[src/rtl/stopwatch_pkg.sv]
// Shared widths, limits and wrap helper for the stopwatch time fields.
// The display driver imports TIME_W from here as well.
package stopwatch_pkg;

    localparam int TIME_W = 6;
    localparam logic [TIME_W-1:0] SEC_MAX = 6'd59;
    localparam logic [TIME_W-1:0] MIN_MAX = 6'd59;

    typedef enum logic {
        MODE_RUN    = 1'b0,
        MODE_ADJUST = 1'b1
    } mode_e;

    // Wraps to zero at max; compared against the limit rather than using modulo.
    function automatic logic [TIME_W-1:0] next_wrap(
        input logic [TIME_W-1:0] value,
        input logic [TIME_W-1:0] max
    );
        return (value == max) ? '0 : value + 1'b1;
    endfunction

endpackage

[src/rtl/stopwatch_button_debounce.sv]
// Two-flop synchronizer, stability counter and rising-edge press pulse for a raw button.
// A level change is accepted after DEBOUNCE_CYCLES consecutive cycles of disagreement.
module button_debounce #(
    parameter int DEBOUNCE_CYCLES = 500000
) (
    input  logic clk,
    input  logic rst,
    input  logic btn,
    output logic press
);

    localparam int CNT_W = (DEBOUNCE_CYCLES > 1) ? $clog2(DEBOUNCE_CYCLES) : 1;
    localparam logic [CNT_W-1:0] CNT_LAST = CNT_W'(DEBOUNCE_CYCLES - 1);

    logic [1:0]       sync_q;
    logic             btn_s;
    logic             level;
    logic [CNT_W-1:0] cnt;

    assign btn_s = sync_q[1];

    always_ff @(posedge clk) begin
        if (rst) begin
            sync_q <= 2'b00;
            level  <= 1'b0;
            cnt    <= '0;
            press  <= 1'b0;
        end else begin
            sync_q <= {sync_q[0], btn};
            press  <= 1'b0;
            if (btn_s != level) begin
                if (cnt == CNT_LAST) begin
                    // Accept the new level; only a release-to-press edge emits a pulse.
                    level <= btn_s;
                    cnt   <= '0;
                    press <= btn_s;
                end else begin
                    cnt <= cnt + CNT_W'(1);
                end
            end else begin
                cnt <= '0;
            end
        end
    end

endmodule

[src/rtl/stopwatch_core.sv]
// Minutes/seconds time base: counts on tick_1hz in run mode, bumps the selected
// field on tick_2hz in adjust mode, and toggles pause on each debounced press.
module stopwatch_core
    import stopwatch_pkg::*;
#(
    parameter int DEBOUNCE_CYCLES = 500000
) (
    input  logic              clk,
    input  logic              rst,
    input  logic              tick_1hz,
    input  logic              tick_2hz,
    input  logic              pause_btn,
    input  logic              sel,
    input  logic              adj,
    output logic [TIME_W-1:0] min,
    output logic [TIME_W-1:0] sec,
    output logic              paused
);

    logic [1:0] adj_q;
    logic [1:0] sel_q;
    logic       adj_s;
    logic       sel_s;
    logic       press;
    mode_e      mode;

    assign adj_s = adj_q[1];
    assign sel_s = sel_q[1];
    assign mode  = adj_s ? MODE_ADJUST : MODE_RUN;

    button_debounce #(
        .DEBOUNCE_CYCLES(DEBOUNCE_CYCLES)
    ) u_pause_debounce (
        .clk  (clk),
        .rst  (rst),
        .btn  (pause_btn),
        .press(press)
    );

    always_ff @(posedge clk) begin
        if (rst) begin
            adj_q <= 2'b00;
            sel_q <= 2'b00;
        end else begin
            adj_q <= {adj_q[0], adj};
            sel_q <= {sel_q[0], sel};
        end
    end

    // Ticks read the pre-toggle paused value when a press lands on the same edge.
    always_ff @(posedge clk) begin
        if (rst) begin
            min    <= '0;
            sec    <= '0;
            paused <= 1'b0;
        end else begin
            if (press) begin
                paused <= ~paused;
            end
            if (mode == MODE_ADJUST) begin
                if (tick_2hz) begin
                    if (sel_s) begin
                        sec <= next_wrap(sec, SEC_MAX);
                    end else begin
                        min <= next_wrap(min, MIN_MAX);
                    end
                end
            end else if (tick_1hz && !paused) begin
                sec <= next_wrap(sec, SEC_MAX);
                if (sec == SEC_MAX) begin
                    min <= next_wrap(min, MIN_MAX);
                end
            end
        end
    end

endmodule

[config.mk]
export PLATFORM = sky130hd
export DESIGN_NAME = stopwatch_core
export DESIGN_NICKNAME = d
export VERILOG_FILES = /design/src/rtl/stopwatch_pkg.sv /design/src/rtl/stopwatch_button_debounce.sv /design/src/rtl/stopwatch_core.sv
export SDC_FILE = /design/constraint.sdc
export NUM_CORES = 1
export LEC_CHECK = 0
export BUFFER_PORTS_ARGS = -buffer_cell sky130_fd_sc_hd__buf_2
export CORE_MARGIN = 8
export CORE_UTILIZATION = 51
export DETAILED_ROUTE_END_ITERATION = 8
export PLACE_DENSITY_LB_ADDON = 0.15
export SYNTH_ARGS = -nofsm -noshare
export SYNTH_HDL_FRONTEND = slang
export SYNTH_SLANG_ARGS = --single-unit
[constraint.sdc]
create_clock -name clk -period 1.85 [get_ports clk]
set_input_delay 0.185 -clock clk [delete_from_list [all_inputs] [get_ports clk]]
set_output_delay 0.185 -clock clk [all_outputs]
set_load 0.01 [all_outputs]
==> metrics.cfg, run 1 <==
[power_and_ir_drop]
power_density_mw_per_mm2=693
vdd_drop_max_mv=0.500
total_leakage_power_nw=0.709
total_power_mw=1.40

[global_routing]
grt_pass1_wl_mm=6.22
grt_max_degree=19
grt_overflow=0
track_usage_pct=14.8
grt_pass1_vias=1421
antenna_found_initial=0

[yosys]
syn_area_mm2=0.00173
yosys_warnings=0
synth_cell_types=37
seq_area_frac_synth_pct=46.3
syn_area_per_cell_um2=8.97
netlist_instances=193
ys_async_sr_fraction_pct=0
ys_ff_latch=40
synth_edf_count=0
ys.flop_type=dfxtp_1
syn-num-nets=203

[clocking]
clock_path_buffers=2
tritoncts.num_buffers=5
cts_tree=yes
cts-hold-fix-buffers=0
numClockSinks=40
clk_latency_ns=0.35
path_clk_slew_ns=0.11
cts-htree-levels=2
cts_root_buffer=clkbuf_4

[sta]
finalClockSkew_ns=0.00832
hold_ws_ns=0.0377
maxSlewHeadroom_pct=71.5
fin_crit_sh_pct=94.2
worst_slew_pin_slew_ns=0.428
drv_slew=0
final_hold_viol_count=0
tns_ns=0
timing.fmax_mhz=574
setup_viol_count_final=0
period_needed_ns=1.74

[critical_path]
critPathCaptureType=flip-flop
worstPathArrival_ns=2.03
critPathMaxFanout=7
r2r-start=u_pause_debounce.cnt[3]$_SDFF_PP0_
start_kind=flip-flop
worstPathRequired_ns=2.13
critical_path_class=flip-flop to flip-flop
crit_start=u_pause_debounce.cnt[3]$_SDFF_PP0_

[routing]
routed_wl_mm=3.51
wl_per_cell_um=13.0
via_per_inst=5.52
ant_nets=0
vias=1497
drtIter0Drc=65
drc=0
dr.pass1.iters=4

[finish]
drive_above_1_share_pct=21.8
final_common_cell=dfxtp_1
fin_nets=234
layout.cells.non_filler=271
area_growth_pct=16.3
fin_area_mm2=0.00201
final_cell_mix=dfxtp_1, nor2_1, buf_2
n_antenna_cell=0

[placed_design]
placedInstanceArea_mm2=0.00194
dp_cells=263
dpl.hpwl_mm=2.68
gp_congestion=0.835
io_buffers=19

[die]
core.rowCount=21
die-area_mm2=0.00551
core_mm2=0.00331
ios=20
initial_core_util_pct=52.3
die_width_um=74.3
fp.dieH_um=74.3

[outcome]
outcome=finished, final reports clean

[min_path]
worstHoldStart=sel
hold_class=input port to flip-flop

[flow_run]
maxCapViolations=0

synthesized netlist by cell type, drive strengths merged (2+ instances only):
cell     n  share of area [%]
dfxtp   40                 46
nor2    22                4.8
a21oi   17                4.9
nand2   14                3.0
xnor2   13                6.6
nand3   10                3.5
o21ai    8                2.3
nor2b    6                2.2
or3      6                2.2
and3     5                1.8
inv      5                1.1
or4      4                1.7
xor2     4                2.0
a211oi   3                1.3
clkbuf   3               0.65
ha       3                2.2
nand4    3                1.1
nor4     3                1.1
nor4b    3                1.5
o31ai    3                1.3
and4b    2                1.2
nand3b   2               0.87
nor3b    2               0.87
layout make-up:
type / count / area (µm²)
fill: 335 / 1300
multi-input combinational: 144 / 905
sequential: 40 / 808
timing repair buffer: 28 / 163
tap: 46 / 57.6
clock buffer: 6 / 51.3
inverter: 5 / 18.8
clock inverter: 2 / 10.0
worst paths after layout:
check | to | cells past startpoint | slack (ns)
setup / recovery | u_pause_debounce.cnt[13]$_SDFF_PP0_ | 5 | 0.11
hold / removal | sel_q[0]$_SDFF_PP0_ | 2 | 0.04
setup reg to reg | u_pause_debounce.cnt[13]$_SDFF_PP0_ | 5 | 0.11
hold reg to reg | u_pause_debounce.cnt[0]$_SDFF_PP0_ | 1 | 0.44
timing repair:
action                     4_1_cts  5_1_grt
setup endpoints to repair        0        8
resized for setup                0        8
setup buffers                    0        0
logic make-up (layout without fill, tap and decap cells):
kind of cell	after synthesis	count (layout)	synth area share, %
compound gates	38	38	13.3
xor+xnor	17	17	8.60
fa+ha+maj	3	3	2.17
buf+inv	9	41	2.02
flops	40	40	46.3
simple gates	86	86	27.6
power by group:
part | internal, mW | switching [mW] | total [mW] | leakage, nW
sequential | 0.873 | 0.0105 | 0.884 | 0.327
combinational | 0.0258 | 0.0316 | 0.0574 | 0.344
clock | 0.181 | 0.274 | 0.454 | 0.0380
through the flow:
stage	utilization, %	setup slack [ns]
final	60.8	0.107
after global routing	60.8	-0.00441
after CTS	60.4	0.0149
after detailed placement	58.6	0.0631
after global placement	58.6	0.136
after floorplan	-	0.00859
layer usage:
layer / vias to the layer above / global-route usage (%) / share of wire [%]
li1: 760 / - / -
met1: 707 / 15.7 / 42
met2: 24 / 25.7 / 51
met3: 6 / 5.39 / 4.7
met4: 0 / 6.30 / 1.7
met5: - / 0 / 0
registers in the layout, indices dropped and copies added (netlist names), 2 cells and up:
signal / flops
u_pause_debounce.sync_q: 2
min: 6
u_pause_debounce.cnt: 19
sec: 6
sel_q: 2
adj_q: 2
worst max-delay path, stage by stage, from the launching register on:
cell and delay, ns:
dfxtp_1 0.37, nand3_2 0.11, or4_4 0.55, buf_4 0.17, or3_1 0.34, a21oi_1 0.15
(Power assumes the default switching activity.)
==> inputs of run 2 (changes only) <==
--- a/config.mk
+++ b/config.mk
@@ -8,2 +8,3 @@
 export BUFFER_PORTS_ARGS = -buffer_cell sky130_fd_sc_hd__buf_2
+export CAP_MARGIN = 20
 export CORE_MARGIN = 8
==> constraint.sdc (replaced) <==
create_clock -name clk -period 1.85 [get_ports clk]
set_input_delay 0 -clock clk [delete_from_list [all_inputs] [get_ports clk]]
set_output_delay 0 -clock clk [all_outputs]
set_load 0.01 [all_outputs]
==> metrics.cfg, run 2 (synthesis results as in run 1) <==
[outcome]
outcome=finished, final reports clean

[clocking]
tritoncts.num_buffers=5  ; unchanged
path_clk_slew_ns=0.11  ; about the same
clock_path_buffers=2  ; unchanged
numClockSinks=40  ; unchanged
cts-htree-levels=2  ; unchanged
cts_root_buffer=clkbuf_4
cts_tree=yes
clk_latency_ns=0.35  ; about the same
post-cts-setup-buffers=0  ; unchanged

[routing]
dr.pass1.iters=4  ; unchanged
ant_nets=0  ; unchanged
vias=1511  ; +0.94%
drtIter0Drc=73  ; +12%
routed_wl_mm=3.59  ; +2.2%
drc=0  ; unchanged
via_per_inst=5.47  ; -0.89%
wl_per_cell_um=13.0  ; +0.40%

[power_and_ir_drop]
power_density_mw_per_mm2=681  ; -1.8%
vdd_drop_max_mv=0.510  ; +2.1%
p_int_mw=1.09  ; +0.64%
clockPowerShare_pct=32.4  ; -0.2 points
total_leakage_power_nw=0.732  ; +3.2%
seqPwrFrac_pct=62.9  ; -0.4 points
switchingPower_mw=0.319  ; +0.92%
p_sw_share_pct=22.7  ; +0.049 points
power_frac_comb_pct=4.7  ; +0.6 points

[finish]
fin_util_pct=62.4  ; +1.5 points
drive_above_1_share_pct=21.7  ; -0.039 points
fin_area_mm2=0.00206  ; +2.5%
final_cell_mix=dfxtp_1, nor2_1, buf_2
reg_top3=u_pause_debounce.cnt (19), min (6), sec (6)
n_antenna_cell=0  ; unchanged
largest_register=u_pause_debounce.cnt
fill_cells=331  ; -1.2%
final_common_cell=dfxtp_1
fin_nets=239  ; +2.1%
area_growth_pct=19.3
largest_register_ffs=19  ; unchanged

[critical_path]
start_kind=flip-flop
r2r_cells=5  ; unchanged
critPathCaptureType=flip-flop
r2r-start=u_pause_debounce.cnt[3]$_SDFF_PP0_
critical_path_class=flip-flop to flip-flop
worstPathArrival_ns=2.02  ; about the same
reg2reg_setup_slack_ns=0.11  ; about the same
critPathMaxFanout=7  ; unchanged
worstPathRequired_ns=2.13  ; about the same
r2r_end=u_pause_debounce.cnt[13]$_SDFF_PP0_

[global_routing]
grt_max_degree=19  ; unchanged
grt_pass1_wl_mm=6.41  ; +3.0%
track_usage_pct=15.2  ; +0.45 points
antenna_found_initial=0  ; unchanged
grt_pass1_vias=1452  ; +2.2%
grt_overflow=0  ; unchanged

[die]
die-area_mm2=0.00551  ; unchanged
fp.dieH_um=74.3  ; unchanged
core_mm2=0.00331  ; unchanged
ios=20  ; unchanged
initial_core_util_pct=52.3  ; unchanged
die_width_um=74.3  ; unchanged
core.rowCount=21  ; unchanged

[sta]
period_needed_ns=1.74  ; -0.00356 ns
hold_ws_ns=0.117  ; +0.0789 ns
timing.fmax_mhz=575  ; +0.20%
worst_slew_pin_slew_ns=0.406  ; -0.0224 ns
finalClockSkew_ns=0.00658  ; -0.00174 ns
setup_viol_count_final=0  ; unchanged
fin_crit_sh_pct=94.0  ; -0.19 points
final_hold_viol_count=0  ; unchanged
drv_slew=0  ; unchanged
maxSlewHeadroom_pct=72.6  ; +1.1 points

[placed_design]
placedInstanceArea_mm2=0.00194  ; unchanged
gp_congestion=0.835  ; unchanged
dpl.hpwl_mm=2.68  ; unchanged
io_buffers=19  ; unchanged

[flow_run]
maxCapViolations=0  ; unchanged

[min_path]
hold_class=input port to flip-flop
hold_depth=4  ; +2
holdPathEnd=sec[1]$_SDFFE_PP0P_
worstHoldStart=tick_2hz

run 2: cell count changes in the layout (fill, tap and decap cells not counted):
cell / delta
dfxtp_1: -1
dfxtp_2: +1
dlygate4sd3_1: +5
run 2: stage by stage:
stage,TNS [ns],cells,power [mW],setup WS (ns)
5_1_grt,-0.00458,276,1.48,-0.00458
3_5_place_dp,0,263,0.961,0.0631
2_1_floorplan,0,193,0.938,0.00859
4_1_cts,0,276,1.42,0.0149
6_report,0,276,1.41,0.110
3_3_place_gp,0,263,0.958,0.136
run 2: worst max-delay path by stage:
stage | from | to | slack (ns) | depth (start not counted)
2_1_floorplan | u_pause_debounce.cnt[0]$_SDFF_PP0_ | u_pause_debounce.cnt[16]$_SDFF_PP0_ | 0.009 | 5
3_3_place_gp | u_pause_debounce.cnt[4]$_SDFF_PP0_ | u_pause_debounce.cnt[13]$_SDFF_PP0_ | 0.14 | 5
3_5_place_dp | u_pause_debounce.cnt[5]$_SDFF_PP0_ | u_pause_debounce.cnt[13]$_SDFF_PP0_ | 0.06 | 5
4_1_cts | sec[0]$_SDFFE_PP0P_ | min[2]$_SDFFE_PP0P_ | 0.01 | 5
5_1_grt | u_pause_debounce.cnt[3]$_SDFF_PP0_ | u_pause_debounce.cnt[13]$_SDFF_PP0_ | -0.005 | 5
6_report | u_pause_debounce.cnt[3]$_SDFF_PP0_ | u_pause_debounce.cnt[13]$_SDFF_PP0_ | 0.11 | 5
run 2: critical path, stage by stage (launching register included):
cell     delay, ns
dfxtp_1       0.37
nand3_2       0.11
or4_4         0.55
buf_4         0.17
or3_1         0.34
a21oi_1       0.15
run 2: layout make-up:
class	instances	area (µm²)	area share [%]
Inverter	5	18.8	0.909
Sequential cell	40	810	39.2
Clock inverter	2	10.0	0.485
Timing Repair Buffer	33	213	10.3
Multi-Input combinational cell	144	905	43.8
Clock buffer	6	51.3	2.48
Tap cell	46	57.6	2.79
run 2: timing repair:
action | in CTS | in global routing
gates resized for setup | 0 | 9
hold buffers | 5 | 0
setup endpoints to repair | 0 | 9
endpoints found under the hold margin | 4 | 0
run 2: per-layer routing:
metal | track usage (%) | share of wire [%]
met4 | 6.30 | 2.1
met5 | 0 | 0
met1 | 16.6 | 44
met3 | 5.39 | 4.7
met2 | 26.2 | 50
run 2: power groups by stage:
stage               registers [mW]  clock network, mW  logic, mW
detailed placement           0.903                  0     0.0574
floorplan                    0.904                  0     0.0343
CTS                          0.884              0.472     0.0662
finish                       0.884              0.455     0.0665
global placement             0.902                  0     0.0556
global route                 0.886              0.520     0.0749
==> inputs of run 3 (changes only) <==
- CORE_UTILIZATION: 51 -> 61
- clock period: 1.85 -> 2.08 ns (I/O delays scaled with it)
==> metrics.cfg, run 3 (synthesis results as in run 1) <==
[outcome]
outcome=finished, final reports clean

[die]
core.rowCount=19  ; -9.5%
fp.dieH_um=69.3  ; -6.7%
die_width_um=69.3  ; -6.7%
core_mm2=0.00273  ; -17%
initial_core_util_pct=63.3  ; +11 points
die-area_mm2=0.00480  ; -13%
ios=20  ; unchanged

[finish]
final_cell_mix=dfxtp_1, nor2_1, buf_2
n_antenna_cell=0  ; unchanged
fin_area_mm2=0.00196  ; -4.9%
fill_cells=219  ; -34%
drive_above_1_share_pct=14.9  ; -6.9 points
final_common_cell=dfxtp_1
largest_register_ffs=19  ; unchanged
fin_nets=231  ; -3.3%
largest_register=u_pause_debounce.cnt
reg_top3=u_pause_debounce.cnt (19), min (6), sec (6)
area_growth_pct=13.4

[clocking]
cts_root_buffer=clkbuf_4
numClockSinks=40  ; unchanged
cts-htree-levels=2  ; unchanged
clock_path_buffers=2  ; unchanged
tritoncts.num_buffers=5  ; unchanged
cts_tree=yes
clk_latency_ns=0.34  ; about the same
path_clk_slew_ns=0.11  ; about the same

[sta]
worst_slew_pin_slew_ns=0.494  ; +0.0880 ns
setup_ws_ns=0.140  ; +0.0297 ns
setup_viol_count_final=0  ; unchanged
rsz0062_at_grt=false
drv_slew=0  ; unchanged
tns_ns=0  ; unchanged
finalClockSkew_ns=0.00433  ; -0.00225 ns
period_needed_ns=1.94  ; +0.200 ns
maxSlewHeadroom_pct=66.6  ; -5.9 points
fin_crit_sh_pct=93.3  ; -0.77 points
final_hold_viol_count=0  ; unchanged
timing.fmax_mhz=515  ; -10%
hold_ws_ns=0.0110  ; -0.106 ns

[placed_design]
io_buffers=19  ; unchanged
placedInstanceArea_mm2=0.00187  ; -3.5%
dpl.hpwl_mm=2.52  ; -5.9%
gp_congestion=0.864  ; +3.5%
place_ws_ns=0.187  ; +0.124 ns

[flow_run]
maxCapViolations=0  ; unchanged

[global_routing]
grt_overflow=0  ; unchanged
antenna_found_initial=0  ; unchanged
grt_pass1_vias=1397  ; -3.8%
grt_max_degree=19  ; unchanged
track_usage_pct=14.6  ; -0.67 points
grt_pass1_wl_mm=5.98  ; -6.7%

[min_path]
hold_class=input port to flip-flop
hold_depth=2  ; -2
worstHoldStart=rst
holdPathEnd=paused$_SDFFE_PP0P_

[critical_path]
r2r_end=u_pause_debounce.cnt[17]$_SDFF_PP0_
slowest_stage=or4_4
critical_path_class=flip-flop to flip-flop
worstPathArrival_ns=2.22  ; +0.20 ns
critPathMaxStageDelay_ns=0.60  ; +0.05 ns
r2r-start=u_pause_debounce.cnt[2]$_SDFF_PP0_
crit_chain=nand3_2 -> or4_4 -> or4_1 -> a21oi_1
start_kind=flip-flop
r2r_cells=4  ; -1
critPathCaptureType=flip-flop
reg2reg_setup_slack_ns=0.14  ; +0.03 ns
worstPathRequired_ns=2.36  ; +0.23 ns
critPathMaxFanout=8  ; +1

[routing]
ant_nets=0  ; unchanged
via_per_inst=5.94  ; +8.5%
drc=0  ; unchanged
dr.pass1.iters=5  ; +1
vias=1503  ; -0.53%
wl_per_cell_um=14.4  ; +10%
drtIter0Drc=100  ; +37%
routed_wl_mm=3.63  ; +1.1%

[power_and_ir_drop]
total_power_mw=1.25  ; -11%
power_density_mw_per_mm2=638  ; -6.3%
total_leakage_power_nw=0.675  ; -7.7%
vdd_drop_max_mv=0.597  ; +17%

==> run 3: critical path, delay by kind of cell, from the launching register on <==
kind / cells / cell delay (ns)
AO/OA/AOI/OAI: 1 / 0.17
flip-flops: 1 / 0.46
AND/OR/NAND/NOR: 3 / 1.24
==> run 3: layer usage <==
metal / global-route usage, % / vias to the layer above / share of wire, %
li1: - / 754 / -
met5: 0 / - / 0
met2: 24.1 / 48 / 49
met4: 7.06 / 0 / 2.1
met1: 15.5 / 693 / 43
met3: 6.15 / 8 / 5.9
==> run 3: power breakdown <==
part / leakage, nW / internal, mW / switching [mW]
clock network: 0.0326 / 0.167 / 0.243
logic: 0.319 / 0.0267 / 0.0293
registers: 0.324 / 0.777 / 0.00917
total: 0.675 / 0.970 / 0.282
==> run 3: worst max-delay path by stage <==
stage | start | slack (ns) | endpoint
floorplan | u_pause_debounce.cnt[0]$_SDFF_PP0_ | 0.20 | u_pause_debounce.cnt[16]$_SDFF_PP0_
global placement | u_pause_debounce.cnt[2]$_SDFF_PP0_ | 0.23 | u_pause_debounce.cnt[17]$_SDFF_PP0_
detailed placement | u_pause_debounce.cnt[5]$_SDFF_PP0_ | 0.19 | u_pause_debounce.cnt[17]$_SDFF_PP0_
CTS | u_pause_debounce.cnt[2]$_SDFF_PP0_ | 0.13 | u_pause_debounce.cnt[17]$_SDFF_PP0_
global route | u_pause_debounce.cnt[0]$_SDFF_PP0_ | 0.03 | u_pause_debounce.cnt[16]$_SDFF_PP0_
finish | u_pause_debounce.cnt[2]$_SDFF_PP0_ | 0.14 | u_pause_debounce.cnt[17]$_SDFF_PP0_
==> run 3: repair_timing <==
item                                   in CTS  in global routing
buffers inserted                            0                  0
endpoints found under the hold margin       3                  0
hold buffers                                3                  0
setup endpoints to repair                   0                  1
resized for setup                           0                  1
==> run 3: through the flow <==
| step | cells | utilization [%] |
|---|---|---|
| detailed placement | 242 | 68.4 |
| global route | 253 | 71.8 |
| global placement | 242 | 68.4 |
| CTS | 253 | 71.7 |
| finish | 253 | 71.8 |
| floorplan | 193 | - |
==> run 3: cell type report <==
class	count	area (µm²)	area share [%]
well taps	31	38.8	1.98
clock buffers	8	58.8	3.00
flip-flops and latches	40	801	40.8
repair buffers	25	148	7.52
multi-input cells	144	898	45.8
inverters	5	18.8	0.956
